==> config.mk <==
export PLATFORM = sky130hd
export DESIGN_NAME = dmem_lsu_flat
export DESIGN_NICKNAME = d
export VERILOG_FILES = /design/src/rtl/dmem_lsu_pkg.sv /design/src/rtl/dmem_lsu_if.sv /design/src/rtl/dmem_lsu_lane_align.sv /design/src/rtl/dmem_lsu.sv /design/src/flat_wrapper.sv
export SDC_FILE = /design/constraint.sdc
export NUM_CORES = 1
export LEC_CHECK = 0
export BUFFER_PORTS_ARGS = -buffer_cell sky130_fd_sc_hd__buf_2
export CORE_MARGIN = 2
export CORE_UTILIZATION = 52
export DETAILED_ROUTE_END_ITERATION = 10
export PLACE_DENSITY = 0.86
export SKIP_LAST_GASP = 1
export SYNTH_ARGS = -nofsm -noshare
export SYNTH_HDL_FRONTEND = slang
export SYNTH_SLANG_ARGS = --single-unit
export TNS_END_PERCENT = 1
==> constraint.sdc <==
create_clock -name clk -period 5.6 [get_ports clk]
set_input_delay 0.28 -clock clk [delete_from_list [all_inputs] [get_ports clk]]
set_output_delay 0.28 -clock clk [all_outputs]
set_load 0.02 [all_outputs]
==> src/rtl/dmem_lsu_pkg.sv <==
// Shared definitions for the data-memory load/store unit.
//  - XLEN: data/address width (only 32 is supported).
//  - lsu_size_e: access size decoded from func3[1:0].
//  - lsu_state_e: bus transaction FSM states.
//  - ld_extend(): lane extraction plus sign/zero extension of load data.
package dmem_lsu_pkg;

    localparam int XLEN = 32;

    typedef enum logic [1:0] {
        BYTE = 2'b00,
        HALF = 2'b01,
        WORD = 2'b10
    } lsu_size_e;

    typedef enum logic [1:0] {
        IDLE = 2'b00,
        REQ  = 2'b01,
        RESP = 2'b10,
        DONE = 2'b11
    } lsu_state_e;

    // Shift the addressed lane down to bit 0, then extend per func3.
    // Word and the reserved encodings return the raw bus word.
    function automatic logic [XLEN-1:0] ld_extend(input logic [XLEN-1:0] rdata,
                                                  input logic [1:0]      off,
                                                  input logic [2:0]      f3);
        logic [XLEN-1:0] sh;
        sh = rdata >> {off, 3'b000};
        case (f3)
            3'b000:  ld_extend = {{24{sh[7]}}, sh[7:0]};
            3'b100:  ld_extend = {24'h000000, sh[7:0]};
            3'b001:  ld_extend = {{16{sh[15]}}, sh[15:0]};
            3'b101:  ld_extend = {16'h0000, sh[15:0]};
            default: ld_extend = rdata;
        endcase
    endfunction

endpackage

==> src/rtl/dmem_lsu_if.sv <==
// Data-memory bus: single outstanding req/gnt/rvalid transaction.
//  master (LSU): drives bus_req, bus_we, bus_addr, bus_be, bus_wdata;
//                receives bus_gnt, bus_rvalid, bus_rdata, bus_err.
//  slave (memory): the mirror image.
interface dmem_lsu_if;
    import dmem_lsu_pkg::*;

    logic            bus_req;
    logic            bus_we;
    logic [XLEN-1:0] bus_addr;
    logic [3:0]      bus_be;
    logic [XLEN-1:0] bus_wdata;
    logic            bus_gnt;
    logic            bus_rvalid;
    logic [XLEN-1:0] bus_rdata;
    logic            bus_err;

    modport master (
        output bus_req, bus_we, bus_addr, bus_be, bus_wdata,
        input  bus_gnt, bus_rvalid, bus_rdata, bus_err
    );

    modport slave (
        input  bus_req, bus_we, bus_addr, bus_be, bus_wdata,
        output bus_gnt, bus_rvalid, bus_rdata, bus_err
    );

endinterface

==> src/rtl/dmem_lsu_lane_align.sv <==
// Combinational lane alignment for the LSU.
//  func3_i      access type (inst[14:12])
//  off_i        byte offset addr[1:0]
//  store_data_i rs2 value
//  rdata_i      raw bus read data
//  be_o         byte enables for the access size/offset
//  wdata_o      lane-replicated store data
//  load_data_o  extracted and extended load result
module dmem_lsu_lane_align
    import dmem_lsu_pkg::*;
(
    input  logic [2:0]      func3_i,
    input  logic [1:0]      off_i,
    input  logic [XLEN-1:0] store_data_i,
    input  logic [XLEN-1:0] rdata_i,
    output logic [3:0]      be_o,
    output logic [XLEN-1:0] wdata_o,
    output logic [XLEN-1:0] load_data_o
);

    // Byte enables and store replication; reserved sizes behave as word.
    always_comb begin
        be_o    = 4'b1111;
        wdata_o = store_data_i;
        case (func3_i[1:0])
            BYTE: begin
                be_o    = 4'b0001 << off_i;
                wdata_o = {4{store_data_i[7:0]}};
            end
            HALF: begin
                if (off_i[1]) begin
                    be_o = 4'b1100;
                end else begin
                    be_o = 4'b0011;
                end
                wdata_o = {2{store_data_i[15:0]}};
            end
            default: begin
                be_o    = 4'b1111;
                wdata_o = store_data_i;
            end
        endcase
    end

    assign load_data_o = ld_extend(rdata_i, off_i, func3_i);

endmodule

==> src/rtl/dmem_lsu.sv <==
// Load/store unit between the core control FSM and the data-memory bus.
//  clk, rst_n   clock; synchronous active-low reset
//  dmem_read    load strobe, held until dmem_ready
//  dmem_write   store strobe, held until dmem_ready (wins over dmem_read)
//  func3, addr, store_data, misalign   access description from the core
//  dmem_ready   one-cycle completion pulse
//  load_data    extended load result, held until the next load completes
//  access_fault pulses with dmem_ready when the bus reported an error
//  bus          master side of the data-memory bus
module dmem_lsu
    import dmem_lsu_pkg::*;
(
    input  logic            clk,
    input  logic            rst_n,
    input  logic            dmem_read,
    input  logic            dmem_write,
    input  logic [2:0]      func3,
    input  logic [XLEN-1:0] addr,
    input  logic [XLEN-1:0] store_data,
    input  logic            misalign,
    output logic            dmem_ready,
    output logic [XLEN-1:0] load_data,
    output logic            access_fault,
    dmem_lsu_if.master      bus
);

    lsu_state_e      state_q, state_d;
    logic            req_q, we_q, ready_q, fault_q;
    logic [XLEN-1:0] addr_q, wdata_q, load_data_q;
    logic [3:0]      be_q;
    logic [2:0]      func3_q;
    logic [1:0]      off_q;

    logic [2:0]      al_func3_s;
    logic [1:0]      al_off_s;
    logic [3:0]      be_s;
    logic [XLEN-1:0] wdata_s, ld_s;
    logic            strobe_s;

    // Aligner sees live inputs while issuing and the latched access afterwards.
    always_comb begin
        if (state_q == IDLE) begin
            al_func3_s = func3;
            al_off_s   = addr[1:0];
        end else begin
            al_func3_s = func3_q;
            al_off_s   = off_q;
        end
    end

    dmem_lsu_lane_align u_align (
        .func3_i      (al_func3_s),
        .off_i        (al_off_s),
        .store_data_i (store_data),
        .rdata_i      (bus.bus_rdata),
        .be_o         (be_s),
        .wdata_o      (wdata_s),
        .load_data_o  (ld_s)
    );

    // The strobe that started this transaction; its drop means a trap abort.
    always_comb begin
        if (we_q) begin
            strobe_s = dmem_write;
        end else begin
            strobe_s = dmem_read;
        end
    end

    // Next-state logic.
    always_comb begin
        state_d = state_q;
        case (state_q)
            IDLE: begin
                if ((dmem_read || dmem_write) && !misalign) begin
                    state_d = REQ;
                end else begin
                    state_d = IDLE;
                end
            end
            REQ: begin
                if (bus.bus_gnt) begin
                    state_d = RESP;
                end else begin
                    state_d = REQ;
                end
            end
            RESP: begin
                if (bus.bus_rvalid) begin
                    if (strobe_s) begin
                        state_d = DONE;
                    end else begin
                        state_d = IDLE;
                    end
                end else begin
                    state_d = RESP;
                end
            end
            DONE:    state_d = IDLE;
            default: state_d = IDLE;
        endcase
    end

    // State and datapath registers; bus fields stay frozen after issue.
    always_ff @(posedge clk) begin
        if (!rst_n) begin
            state_q     <= IDLE;
            req_q       <= 1'b0;
            we_q        <= 1'b0;
            ready_q     <= 1'b0;
            fault_q     <= 1'b0;
            addr_q      <= {XLEN{1'b0}};
            wdata_q     <= {XLEN{1'b0}};
            load_data_q <= {XLEN{1'b0}};
            be_q        <= 4'b0000;
            func3_q     <= 3'b000;
            off_q       <= 2'b00;
        end else begin
            state_q <= state_d;
            ready_q <= 1'b0;
            fault_q <= 1'b0;
            case (state_q)
                IDLE: begin
                    if (state_d == REQ) begin
                        req_q   <= 1'b1;
                        we_q    <= dmem_write;
                        addr_q  <= {addr[XLEN-1:2], 2'b00};
                        off_q   <= addr[1:0];
                        func3_q <= func3;
                        be_q    <= be_s;
                        wdata_q <= wdata_s;
                    end
                end
                REQ: begin
                    if (bus.bus_gnt) begin
                        req_q <= 1'b0;
                    end
                end
                RESP: begin
                    if (bus.bus_rvalid && strobe_s) begin
                        ready_q <= 1'b1;
                        fault_q <= bus.bus_err;
                        if (!we_q) begin
                            load_data_q <= ld_s;
                        end
                    end
                end
                default: begin
                end
            endcase
        end
    end

    assign bus.bus_req   = req_q;
    assign bus.bus_we    = we_q;
    assign bus.bus_addr  = addr_q;
    assign bus.bus_be    = be_q;
    assign bus.bus_wdata = wdata_q;
    assign dmem_ready    = ready_q;
    assign access_fault  = fault_q;
    assign load_data     = load_data_q;

endmodule
==> src/flat_wrapper.sv <==
// flat-port wrapper written by rule: the top's interface ports become plain ports
module dmem_lsu_flat import dmem_lsu_pkg::*;
  (clk, rst_n, dmem_read, dmem_write, func3, addr, store_data, misalign, dmem_ready, load_data, access_fault, bus_bus_req, bus_bus_we, bus_bus_addr, bus_bus_be, bus_bus_wdata, bus_bus_gnt, bus_bus_rvalid, bus_bus_rdata, bus_bus_err);
  dmem_lsu_if bus_i ();
  input  logic clk;
  input  logic rst_n;
  input  logic dmem_read;
  input  logic dmem_write;
  input  logic [2:0] func3;
  input  logic [XLEN-1:0] addr;
  input  logic [XLEN-1:0] store_data;
  input  logic misalign;
  output logic dmem_ready;
  output logic [XLEN-1:0] load_data;
  output logic access_fault;
  output wire logic [$bits(bus_i.bus_req)-1:0] bus_bus_req;
  output wire logic [$bits(bus_i.bus_we)-1:0] bus_bus_we;
  output wire logic [$bits(bus_i.bus_addr)-1:0] bus_bus_addr;
  output wire logic [$bits(bus_i.bus_be)-1:0] bus_bus_be;
  output wire logic [$bits(bus_i.bus_wdata)-1:0] bus_bus_wdata;
  input wire logic [$bits(bus_i.bus_gnt)-1:0] bus_bus_gnt;
  input wire logic [$bits(bus_i.bus_rvalid)-1:0] bus_bus_rvalid;
  input wire logic [$bits(bus_i.bus_rdata)-1:0] bus_bus_rdata;
  input wire logic [$bits(bus_i.bus_err)-1:0] bus_bus_err;
  assign bus_bus_req = bus_i.bus_req;
  assign bus_bus_we = bus_i.bus_we;
  assign bus_bus_addr = bus_i.bus_addr;
  assign bus_bus_be = bus_i.bus_be;
  assign bus_bus_wdata = bus_i.bus_wdata;
  assign bus_i.bus_gnt = bus_bus_gnt;
  assign bus_i.bus_rvalid = bus_bus_rvalid;
  assign bus_i.bus_rdata = bus_bus_rdata;
  assign bus_i.bus_err = bus_bus_err;
  dmem_lsu u_core (.clk(clk), .rst_n(rst_n), .dmem_read(dmem_read), .dmem_write(dmem_write), .func3(func3), .addr(addr), .store_data(store_data), .misalign(misalign), .dmem_ready(dmem_ready), .load_data(load_data), .access_fault(access_fault), .bus(bus_i));
endmodule
==> summary.txt <==
Initial Util: 53.6%
Final GP Congestion: 0.920
WS Path Type: reg2reg
Seq/Total Area, Yosys: 44.3%
Dpl cells: 859
Clock sinks: 109
Switching Share: 31.2%
Die Span Y: 101 um
VDD IR max: 0.000177 V
Total grt overflow: 0
Cell Area, Placed: 5970 um^2
TritonCTS Buffers: 9
Final Max Tran Viols: 0
Layout Cells excl Fill: 875
Worst setup SP type: flip-flop
Clock tree from TritonCTS: built
Crit Path Max Fanout: 30
Yosys Warn Count: 0
Final #Nets: 866
Routed Antenna Nets: 0
CP arrival: 2.94 ns
Full die area: 10300 um^2
Routed length per instance: 16.4 um
Fin area: 6200 um^2
Fin Clk Skew: 0.0207 ns
Power, Total: 1.78 mW
RSZ-0062 raised after global routing: false
Hold_buf cts: 0
Post-CTS Setup Inserts: 0
Post-cts resize count: 0
Post-DP HPWL: 10.6 mm
Post-Route WL: 14.4 mm
Syn Area/Cell: 8.57 um^2
Final Hold Fails: 0
Setup slack after layout: 2.89 ns
Cell Area, Synth: 4930 um^2
Max Freq: 369 MHz
Worst min path class: in2reg
Vias/cell: 5.72
Clk root buf: clkbuf_8
Flop and latch count out of synthesis: 109
Clock power frac: 30.5%
Max Buffers Root-to-Sink: 2
Post-synthesis cell type count: 45
Max-cap violations: 0
GR Util All Layers: 27.4%
Most common cell after layout, fill and taps aside: buf_2
Worst Setup End Kind: flip-flop
Status: finished, final reports clean
H-tree Lvls: 3
NetSw: 0.557 mW
Tcrit/Tclk final: 48.4%
Commonest non-fill, non-tap cells in the layout: buf_2 (208), nand2_1 (148), dfxtp_1 (109)
Layout area overhead: 25.7%
Core Area: 9200 um^2
Synth Instances: 575
R2r setup slk: 2.89 ns
Worst Path Required: 5.83 ns
Drt drc: 0
Gate power share: 22.0%
LEAKAGE: 3.11 nW
Largest net degree at the start of global routing: 64
Initial antenna violation count: 0
Int Power: 1.22 mW
Post-Place Worst Slack: 2.94 ns
Die Wd: 101 um
Post-synth EDFFs: 0
Drt first pass iters: 5
Async SR Flop Fraction: 0%
Iter 0 DRT Violations: 288
Ys flop type: dfxtp_1
Worst-path clk slew: 0.11 ns
Io pins: 211
Reg power frac: 47.5%
Layout cells sized above 1: 32.7%
Cell Rows: 35
First-pass GRT wire length: 22.5 mm
# diodes: 0
Rel. slew slack: 20.2%
Setup violations, final: 0
Post-Route Setup TNS: 0 ns
PortBufs: 208
Vias in the first global route: 4713
Worst Max-Slew Pin Slew: 1.20 ns
P per Cell Area: 287 nW/um^2
Final worst path period need: 2.71 ns
Routed vias: 5003
Clk Latency, worst-skew pair: 0.37 ns
==> layer usage <==
metal / GRT usage, % / share of wire, %
met3: 5.31 / 8.5
met2: 47.1 / 49
met5: 0 / 0
met1: 34.0 / 40
met4: 10.1 / 2.5
==> state kept, by name (all words and copies together), names as in the netlist <==
| signal | flops |
|---|---|
| u_core.bus.bus_wdata | 32 |
| u_core.load_data | 32 |
| u_core.bus.bus_addr | 30 |
| u_core.bus.bus_be | 4 |
| u_core.func3_q | 3 |
| u_core.off_q | 2 |
| u_core.state_q | 2 |
| u_core.access_fault | 1 |
| u_core.bus.bus_req | 1 |
| u_core.bus.bus_we | 1 |
| u_core.dmem_ready | 1 |
==> path summary, 6_finish.rpt <==
check,start,endpoint,cells past startpoint
worst max-delay path,u_core.state_q[0],u_core.load_data[8],5
worst min-delay path,bus_bus_err,u_core.access_fault,2
worst max register to register,u_core.state_q[0],u_core.load_data[8],5
worst min register to register,u_core.load_data[1],u_core.load_data[1],1
==> power by group through the flow <==
stage	Clock [mW]	Combinational, mW	Sequential [mW]
2_1_floorplan	0	0.207	0.912
3_5_place_dp	0	0.389	0.863
4_1_cts	0.549	0.390	0.846
5_1_grt	0.578	0.425	0.851
6_report	0.544	0.392	0.846
3_3_place_gp	0	0.379	0.860
==> area by class of cell <==
type	instances	area, um^2
multi-input cells	421	2540
clock inverters	7	104
flip-flops and latches	109	2180
well taps	111	139
inverters	3	11.3
clock buffers	9	124
fillers	775	3000
repair buffers	215	1090
==> cell families (layout without fill, tap and decap cells) <==
family                 count (synthesis)  count (layout)  share of synthesized area (%)
AND/OR/NAND/NOR                      212             212                           19.1
AO/OA/AOI/OAI                        176             176                           25.4
buffers and inverters                 46             234                           4.54
other                                  1               2                         0.0761
flip-flops                           109             109                           44.3
multiplexers                          31              31                           6.63
==> critical path: stages (launching register included) <==
cell and delay (ns):
dfxtp_1 0.40, or2_1 0.39, o21ai_2 0.97, nand2_1 0.46, o221ai_1 0.30, a21oi_1 0.06
==> Yosys cell counts, drive strengths merged, types with 8 or more instances <==
library cell  number  area, um^2
a211oi            16         120
mux2i             31         327
o21ai             24         120
nor2b              9        56.3
nand2            148         556
o221ai             9        78.8
o211a             16         160
nand3              9        45.0
clkbuf            21        78.8
a21boi            48         364
dfxtp            109        2180
or2                8        50.1
a31oi             18         113
buf               22         134
nor2              16        75.1
a21oi             20         100
==> per-stage QoR <==
step	utilization (%)	hold slack [ns]
after floorplan	-	0.425
after global placement	64.9	0.434
after detailed placement	64.9	0.439
after CTS	67.4	0.141
after global routing	67.4	0.150
final	67.4	0.146
Power figures use the tool's default switching activity.
